`src/rtl/acl2_tilt_filter.sv`:
```
// ACL2 accelerometer moving-average filter with tilt classifier.
// Define ACL2_TILT_HYST_EN to hold a tilt until its axis falls inside THRESH-HYST.
module acl2_tilt_filter #(
    parameter int AVG_LOG2 = 2,
    parameter int THRESH   = 256,
    parameter int HYST     = 64
) (
    input  logic               clk,
    input  logic               rst,
    input  logic               sample_valid,
    input  logic [1:0]         axis_sel,
    input  logic signed [11:0] sample,
    output logic signed [11:0] avg_x,
    output logic signed [11:0] avg_y,
    output logic signed [11:0] avg_z,
    output logic               primed,
    output logic [2:0]         tilt,
    output logic               out_valid,
    output logic               tilt_changed
);

    localparam int DEPTH = 1 << AVG_LOG2;
    localparam int SW    = 12 + AVG_LOG2;

    localparam logic [AVG_LOG2:0]   FULL  = (AVG_LOG2 + 1)'(DEPTH);
    localparam logic [AVG_LOG2:0]   FONE  = (AVG_LOG2 + 1)'(1);
    localparam logic [AVG_LOG2-1:0] PONE  = AVG_LOG2'(1);
    localparam logic signed [11:0]  TH    = 12'(THRESH);

    if (HYST >= THRESH || AVG_LOG2 < 1 || AVG_LOG2 > 4) begin : g_bad_param
        $error("acl2_tilt_filter: illegal parameter set");
    end

    typedef enum logic [2:0] {
        FLAT  = 3'd0,
        LEFT  = 3'd1,
        RIGHT = 3'd2,
        FWD   = 3'd3,
        BACK  = 3'd4
    } tilt_t;

    logic signed [11:0]   ring [0:2][DEPTH];
    logic signed [SW-1:0] sum  [0:2];
    logic signed [11:0]   avg  [0:2];
    logic [AVG_LOG2-1:0]  wptr [0:2];
    logic [AVG_LOG2:0]    fill [0:2];

    logic                 z_pend;
    tilt_t                state;
    tilt_t                nxt_tilt;

    logic [1:0]           sel;
    logic                 accept;
    logic signed [SW-1:0] sum_nxt;
    logic [AVG_LOG2:0]    fill_nxt;
    logic                 primed_nxt;

    function automatic tilt_t classify(input logic signed [11:0] ax,
                                       input logic signed [11:0] ay);
        tilt_t r;
        priority case (1'b1)
            (ax > TH):  r = RIGHT;
            (ax < -TH): r = LEFT;
            (ay > TH):  r = FWD;
            (ay < -TH): r = BACK;
            default:    r = FLAT;
        endcase
        return r;
    endfunction

    always_comb begin
        sel        = (axis_sel == 2'd3) ? 2'd0 : axis_sel;
        accept     = sample_valid && (axis_sel != 2'd3);
        sum_nxt    = sum[sel] + SW'(sample) - SW'(ring[sel][wptr[sel]]);
        fill_nxt   = (fill[sel] == FULL) ? fill[sel] : fill[sel] + FONE;
        primed_nxt = 1'b1;
        for (int i = 0; i < 3; i++) begin
            if (((2'(i) == sel) ? fill_nxt : fill[i]) != FULL)
                primed_nxt = 1'b0;
        end
    end

`ifdef ACL2_TILT_HYST_EN
    localparam logic signed [11:0] HOLD = 12'(THRESH - HYST);

    // An active tilt survives while its own axis stays past the lowered bar.
    always_comb begin
        nxt_tilt = classify(avg[0], avg[1]);
        unique case (state)
            RIGHT:   if (avg[0] > HOLD)  nxt_tilt = RIGHT;
            LEFT:    if (avg[0] < -HOLD) nxt_tilt = LEFT;
            FWD:     if (avg[1] > HOLD)  nxt_tilt = FWD;
            BACK:    if (avg[1] < -HOLD) nxt_tilt = BACK;
            default: ;
        endcase
    end
`else
    always_comb begin
        nxt_tilt = classify(avg[0], avg[1]);
    end
`endif

    always_ff @(posedge clk) begin
        if (!rst) begin
            for (int a = 0; a < 3; a++) begin
                for (int d = 0; d < DEPTH; d++) ring[a][d] <= '0;
                sum[a]  <= '0;
                avg[a]  <= '0;
                wptr[a] <= '0;
                fill[a] <= '0;
            end
            primed       <= 1'b0;
            z_pend       <= 1'b0;
            state        <= FLAT;
            out_valid    <= 1'b0;
            tilt_changed <= 1'b0;
        end else begin
            z_pend       <= accept && (axis_sel == 2'd2);
            out_valid    <= 1'b0;
            tilt_changed <= 1'b0;
            if (accept) begin
                ring[sel][wptr[sel]] <= sample;
                sum[sel]  <= sum_nxt;
                avg[sel]  <= 12'(sum_nxt >>> AVG_LOG2);
                wptr[sel] <= wptr[sel] + PONE;
                fill[sel] <= fill_nxt;
                primed    <= primed_nxt;
            end
            // Tick uses averages as they stand one cycle after the Z sample.
            if (z_pend && primed) begin
                state        <= nxt_tilt;
                out_valid    <= 1'b1;
                tilt_changed <= (nxt_tilt != state);
            end
        end
    end

    assign avg_x = avg[0];
    assign avg_y = avg[1];
    assign avg_z = avg[2];
    assign tilt  = state;

endmodule
```
`config.mk`:
```
export PLATFORM = sky130hd
export DESIGN_NAME = acl2_tilt_filter
export DESIGN_NICKNAME = d
export VERILOG_FILES = /design/src/rtl/acl2_tilt_filter.sv
export SDC_FILE = /design/constraint.sdc
export NUM_CORES = 1
export LEC_CHECK = 0
export CAP_MARGIN = 20
export CORE_MARGIN = 2
export CORE_UTILIZATION = 45
export DETAILED_ROUTE_END_ITERATION = 7
export GPL_ROUTABILITY_DRIVEN = 0
export HOLD_SLACK_MARGIN = 0.06
export PLACE_DENSITY = 0.72
export REMOVE_ABC_BUFFERS = 1
export SLEW_MARGIN = 25
export SYNTH_ARGS = -nofsm -noshare
export SYNTH_HDL_FRONTEND = slang
export SYNTH_SLANG_ARGS = --single-unit
```
`constraint.sdc`:
```
create_clock -name clk -period 4.8 [get_ports clk]
set_input_delay 0.48 -clock clk [delete_from_list [all_inputs] [get_ports clk]]
set_output_delay 0.48 -clock clk [all_outputs]
set_load 0.01 [all_outputs]
```
; ---- After elaboration in Yosys (flattened, before gate mapping)
; Memories as Yosys holds them, arrays and structs flattened.
; Index checks and enable logic that the tools add are counted.
[totals]
register_bits = 7
latch_bits = 0
ram_bits = 237
mem_bits_ro = 0
in_bits = 17
out_inout_bits = 42
word_cells = 80
n_memories = 5
[op_classes]
n_addsub = 4
mul = 0
div = 0
n_lt_le_gt_ge = 6
n_eq_ne = 10
shifts = 0
muxes = 38
n_bitwise = 1
reduce_logical = 11
[memory_table]
columns = memory, depth, width, read_ports, rd_ports_with_merged_regs, wr, line
row1 = ring, 3, 48, 1, 0, 3, 42  ; logic signed [11:0] ring [0:2][DEPTH];
row2 = sum, 3, 14, 1, 0, 3, 43  ; logic signed [SW-1:0] sum [0:2];
row3 = avg, 3, 12, 3, 0, 3, 44  ; logic signed [11:0] avg [0:2];
row4 = fill, 3, 3, 4, 0, 3, 46  ; logic [AVG_LOG2:0] fill [0:2];
row5 = wptr, 3, 2, 1, 0, 3, 45  ; logic [AVG_LOG2-1:0] wptr [0:2];
[op_table]
columns = cell, count
row1 = $mux W48, 3
row2 = $mux W12, 4
row3 = $reduce_or A48 Y1, 1
row4 = $mux W3, 9
row5 = $bmux W12 S2, 1
row6 = $demux W12 S2, 1
row7 = $gt A12 B10 Y1 const B, 2
row8 = $lt A12 B9 Y1 const B, 2
row9 = $add A14 B12 Y14, 1
row10 = $mux W14, 1
row11 = $mux W2, 7
row12 = $reduce_or A14 Y1, 1
row13 = $sub A14 B12 Y14, 1
row14 = $mux W1, 12
row15 = $reduce_or A12 Y1, 1
row16 = $ne A3 B3 Y1 const B, 3
row17 = $eq A2 B2 Y1 const B, 2
row18 = $logic_and A1 B1 Y1, 4
row19 = $add A3 B1 Y3 const B, 1
row20 = $eq A3 B3 Y1 const B, 1
row21 = $ge A3 B3 Y1 const B, 1
row22 = $lt A3 B1 Y1 const B, 1
row23 = $ne A3 B3 Y1, 1
row24 = $not A2 Y3, 1
row25 = 8 further kinds, 8

; ---- Logic depth before layout (Yosys ltp)
; An unclocked memory read counts as a cell.
[logic_depth]
ltp_word = 11
mapped_depth = 20

; ---- Least setup slack after synthesis
; Ideal clock, no wire load.
[synth_timing]
path_kind = input -> register
from = in axis_sel[1]
to = mem sum[3][12] (netlist name) (data pin)
arrival_time_ns = 4.322
slack_ns = 0.216
stages = 20
path_buffers = 1
path_cell_list = inv_1 -> ha_1 -> mux4_2 -> buf_6 -> mux2_4 -> o21ai_0 -> a21oi_1 -> a22oi_1 -> o21ai_1 -> ha_1 -> inv_1 -> ha_1 -> inv_1 -> fa_1 -> nor2b_1 -> o21a_1 -> o211ai_1 -> a31o_2 -> a311o_1 -> xnor2_1
[synth_lines]
columns = element, line
row1 = start: declaration, 11  ; input logic [1:0] axis_sel,
row2 = end: declaration, 43

==> Flow_metrics.wiki <==
{| class="wikitable"
! Metric !! Value
|-
| Cell area after synthesis || 0.01339 sq mm
|-
| First-pass GRT wire length || 49,780 microns
|-
| TritonRoute pass-1 iters || 5
|-
| Classification of the worst-slack hold path || flop to flop
|-
| Largest fanout on the critical path || 12
|-
| Total detailed-routing wirelength || 32,670 microns
|-
| XOR/XNOR Fraction of Synth Area || 0.008506
|-
| Placement Rows || 63
|-
| Data arrival time of the worst path || slightly below 5 ns
|-
| Number of I/O port buffers || 58
|-
| Crit. End Element || flop
|-
| Headroom to the max-slew limit || 0.3861
|-
| Outcome || finished, final reports clean
|-
| Clk pin slew, worst setup/hold paths || 0.06 ns
|-
| Cell at the root of the clock tree || sky130_fd_sc_hd__clkbuf_16
|-
| Num ports || 59
|-
| Transition time at the pin with the least slew margin || 0.9186 ns
|-
| Cell taking the most area after synthesis || sky130_fd_sc_hd__edfxtp_1
|-
| Clock latency at the later pin of the worst-skew pair || 0.55 ns
|-
| N_diodes || 0
|-
| Die Outline Area || 0.03114 sq mm
|-
| Finish-stage setup viols || 0
|-
| Post-Synthesis Mean Instance Area || approximately 14 sq um
|-
| Via count of the first global-routing pass || slightly above 8k
|-
| Sequential area share after synthesis || 0.6117
|-
| Total of flip-flops plus latches after synthesis || 275
|-
| Number of flops mapped to enable cells by yosys || ~270
|-
| Via density per instance || 5.592
|-
| Yosys warns || 0
|-
| Crit Path Class || flop to flop
|-
| Maximum buffer depth of the clock tree || 3
|-
| Initial antenna violation count || 0
|-
| Half-perimeter wire length after detailed placement || 22,390 microns
|-
| TritonCTS clock tree || done
|-
| Total Nets Final || 1,119
|-
| Top cell type's share of synthesized area || 0.6012
|-
| Dominant combinational cell family by area after synthesis || simple AND/OR/NAND/NOR gates
|-
| Remaining global-route overflow || 0
|-
| Dominant cell by count in the synthesized netlist || sky130_fd_sc_hd__edfxtp_1
|-
| TritonCTS Buffers || 28
|-
| Count of cell types in the netlist || 59
|-
| CP required || 5.08 ns
|-
| Final-report hold violation count || 0
|-
| Core ar. || 0.02948 sq mm
|-
| Main area contributors after synthesis || sky130_fd_sc_hd__edfxtp_1 60%, sky130_fd_sc_hd__mux4_2 7.2%, sky130_fd_sc_hd__and2_1 5.7%, sky130_fd_sc_hd__buf_4 2.3%, sky130_fd_sc_hd__ha_1 2.2%
|-
| Final worst path period need || 4.669 ns
|-
| Primary FF master, synth || sky130_fd_sc_hd__edfxtp_1
|-
| Max Clock Skew || 0.01510 ns
|-
| Basic-gate share of the synthesized area counting and, or, nand and nor cells || 0.1204
|-
| Mux share of post-synthesis cell area || 0.1066
|-
| Vias post-DR || 8,248
|-
| Pwr Density || 426.1 mW/mm^2
|-
| Synthesized-area fraction occupied by adder cells || 0.04188
|-
| Sink Count || 275
|-
| Max Slew Vio Count || 0
|-
| Maxcap violations || 0
|-
| Starting density of the core || 0.4540
|-
| Most frequent cells after synthesis || 268 x sky130_fd_sc_hd__edfxtp_1, 122 x sky130_fd_sc_hd__and2_1, 80 x sky130_fd_sc_hd__nor2_1
|-
| Final period util || 0.9726
|-
| Area fraction in compound gates after synthesis || 0.05982
|-
| Total global routing track utilization || 0.2124
|-
| Floorplan die height || about 180 microns
|-
| FFs w/ async S/R, synth || 0
|-
| H-tree depth || 1
|-
| Post-route setup TNS || 0 ns
|-
| Crit path launch type || flop
|-
| Post-layout total power || 6.753 mW
|-
| Fraction of final layout cells sized beyond drive strength 1 || 0.2276
|-
| Chip Width || 176.5 microns
|-
| Static Leak || 5.959 nW
|-
| Post-DRT Antenna Nets || 0
|-
| Area growth from synthesis to final layout || 18.40%
|-
| DRC violation total after the first TritonRoute iteration || 863
|-
| Fill cells || 2,402
|-
| Pin count of the biggest net entering global routing || 52
|-
| Number of instances in the synthesized netlist || 951
|-
| IR drop worst, VDD || 0.0003398 V
|-
| Highest achievable clock rate || 214.2 MHz
|-
| DRC Markers || 0
|-
| Drt wl/cell || 22.15 microns
|}
-- metal layers --
layer | routed length, microns | GRT usage
met1 | 13620 | 0.3002
met2 | 15860 | 0.3456
met3 | 2410 | 0.03273
met4 | 778 | 0.05613
met5 | 0 | 0
-- final timing paths --
path	start	endpoint	slack [ns]	cells after the start
min	z_pend	tilt[1]	0.51	2
max reg2reg	wptr[1][0]	sum[0][13]	0.13	17
min reg2reg	z_pend	tilt[1]	0.51	2
max	wptr[1][0]	sum[0][13]	0.13	17
-- kinds of logic (layout without fill, tap and decap cells) --
kind of cell / after synthesis / count (layout)
flops: 275 / 275
mux: 85 / 85
simple gates: 290 / 290
fa+ha+maj: 37 / 37
compound gates: 124 / 124
xor+xnor: 13 / 13
buf+inv: 127 / 261
-- stage by stage --
stage                     hold WS (ns)    util  cells  worst slack (ns)  area, sq um
final                           0.5094  0.5376   1475            0.1314        15850
after global routing            0.5473  0.5376   1475          -0.01400        15850
after CTS                       0.5115  0.5334   1473           0.09537        15720
after detailed placement        0.5034  0.5005   1416           -0.7445        14760
after global placement          0.4990  0.5005   1416           -0.6733        14760
after floorplan                 0.4768       -    868            -2.578        12870
-- sequential cells by signal, indices dropped and copies added, names as in the netlist --
register      count
ring            192
avg              33
sum              23
fill             12
wptr              8
tilt              3
out_valid         1
primed            1
tilt_changed      1
z_pend            1
-- cells in the final DEF (no fill, tap or decap), types with 12 or more instances in the layout --
master                            count
sky130_fd_sc_hd__ha_1                19
sky130_fd_sc_hd__nand2b_1            12
sky130_fd_sc_hd__mux2i_1             26
sky130_fd_sc_hd__inv_1               42
sky130_fd_sc_hd__and3_1              21
sky130_fd_sc_hd__nand2_1             13
sky130_fd_sc_hd__edfxtp_1           268
sky130_fd_sc_hd__nor2_1              79
sky130_fd_sc_hd__buf_4              104
sky130_fd_sc_hd__clkdlybuf4s50_1     56
sky130_fd_sc_hd__mux4_2              42
sky130_fd_sc_hd__fa_1                12
sky130_fd_sc_hd__and2_1             121
sky130_fd_sc_hd__clkbuf_16           29
sky130_fd_sc_hd__a21oi_1             33
sky130_fd_sc_hd__o21ai_1             13
-- report_power, final --
| group | switching [mW] | leakage, nW | total, mW | internal (mW) |
|---|---|---|---|---|
| combinational | 0.971 | 2.83 | 1.79 | 0.824 |
| sequential | 0.0496 | 2.70 | 2.86 | 2.81 |
| clock | 0.902 | 0.433 | 2.10 | 1.20 |
-- timing repair --
item                                    4_1_cts  5_1_grt
buffers inserted                              7        2
gates resized for setup                      17       25
pin swaps                                     4       10
endpoints found under the setup margin       24       26
hold buffers                                  0        0
hold endpoints to repair                      0        0
-- cell type report --
class	count	area, sq um	area share
Clock buffer	31	733.2	0.04627
Clock inverter	19	145.1	0.009158
Inverter	44	168.9	0.01066
Multi-Input combinational cell	549	4666	0.2944
Sequential cell	275	8188	0.5167
Tap cell	390	488.0	0.03079
Timing Repair Buffer	167	1459	0.09206
-- worst max-delay path, stage by stage (launching register included) --
cell,delay [ns]
sky130_fd_sc_hd__edfxtp_1,0.42
sky130_fd_sc_hd__mux4_4,0.68
sky130_fd_sc_hd__buf_12,0.20
sky130_fd_sc_hd__buf_4,0.15
sky130_fd_sc_hd__mux2i_1,0.15
sky130_fd_sc_hd__a211oi_2,0.41
sky130_fd_sc_hd__nor2_1,0.10
sky130_fd_sc_hd__nor2_1,0.14
sky130_fd_sc_hd__a221oi_2,0.06
sky130_fd_sc_hd__fa_1,0.47
sky130_fd_sc_hd__ha_1,0.35
sky130_fd_sc_hd__and2_4,0.16
sky130_fd_sc_hd__buf_4,0.13
sky130_fd_sc_hd__nor3b_1,0.13
sky130_fd_sc_hd__and3_1,0.20
sky130_fd_sc_hd__o41ai_2,0.34
sky130_fd_sc_hd__xnor2_1,0.23
sky130_fd_sc_hd__nor2_1,0.09
Power figures use the tool's default switching activity.
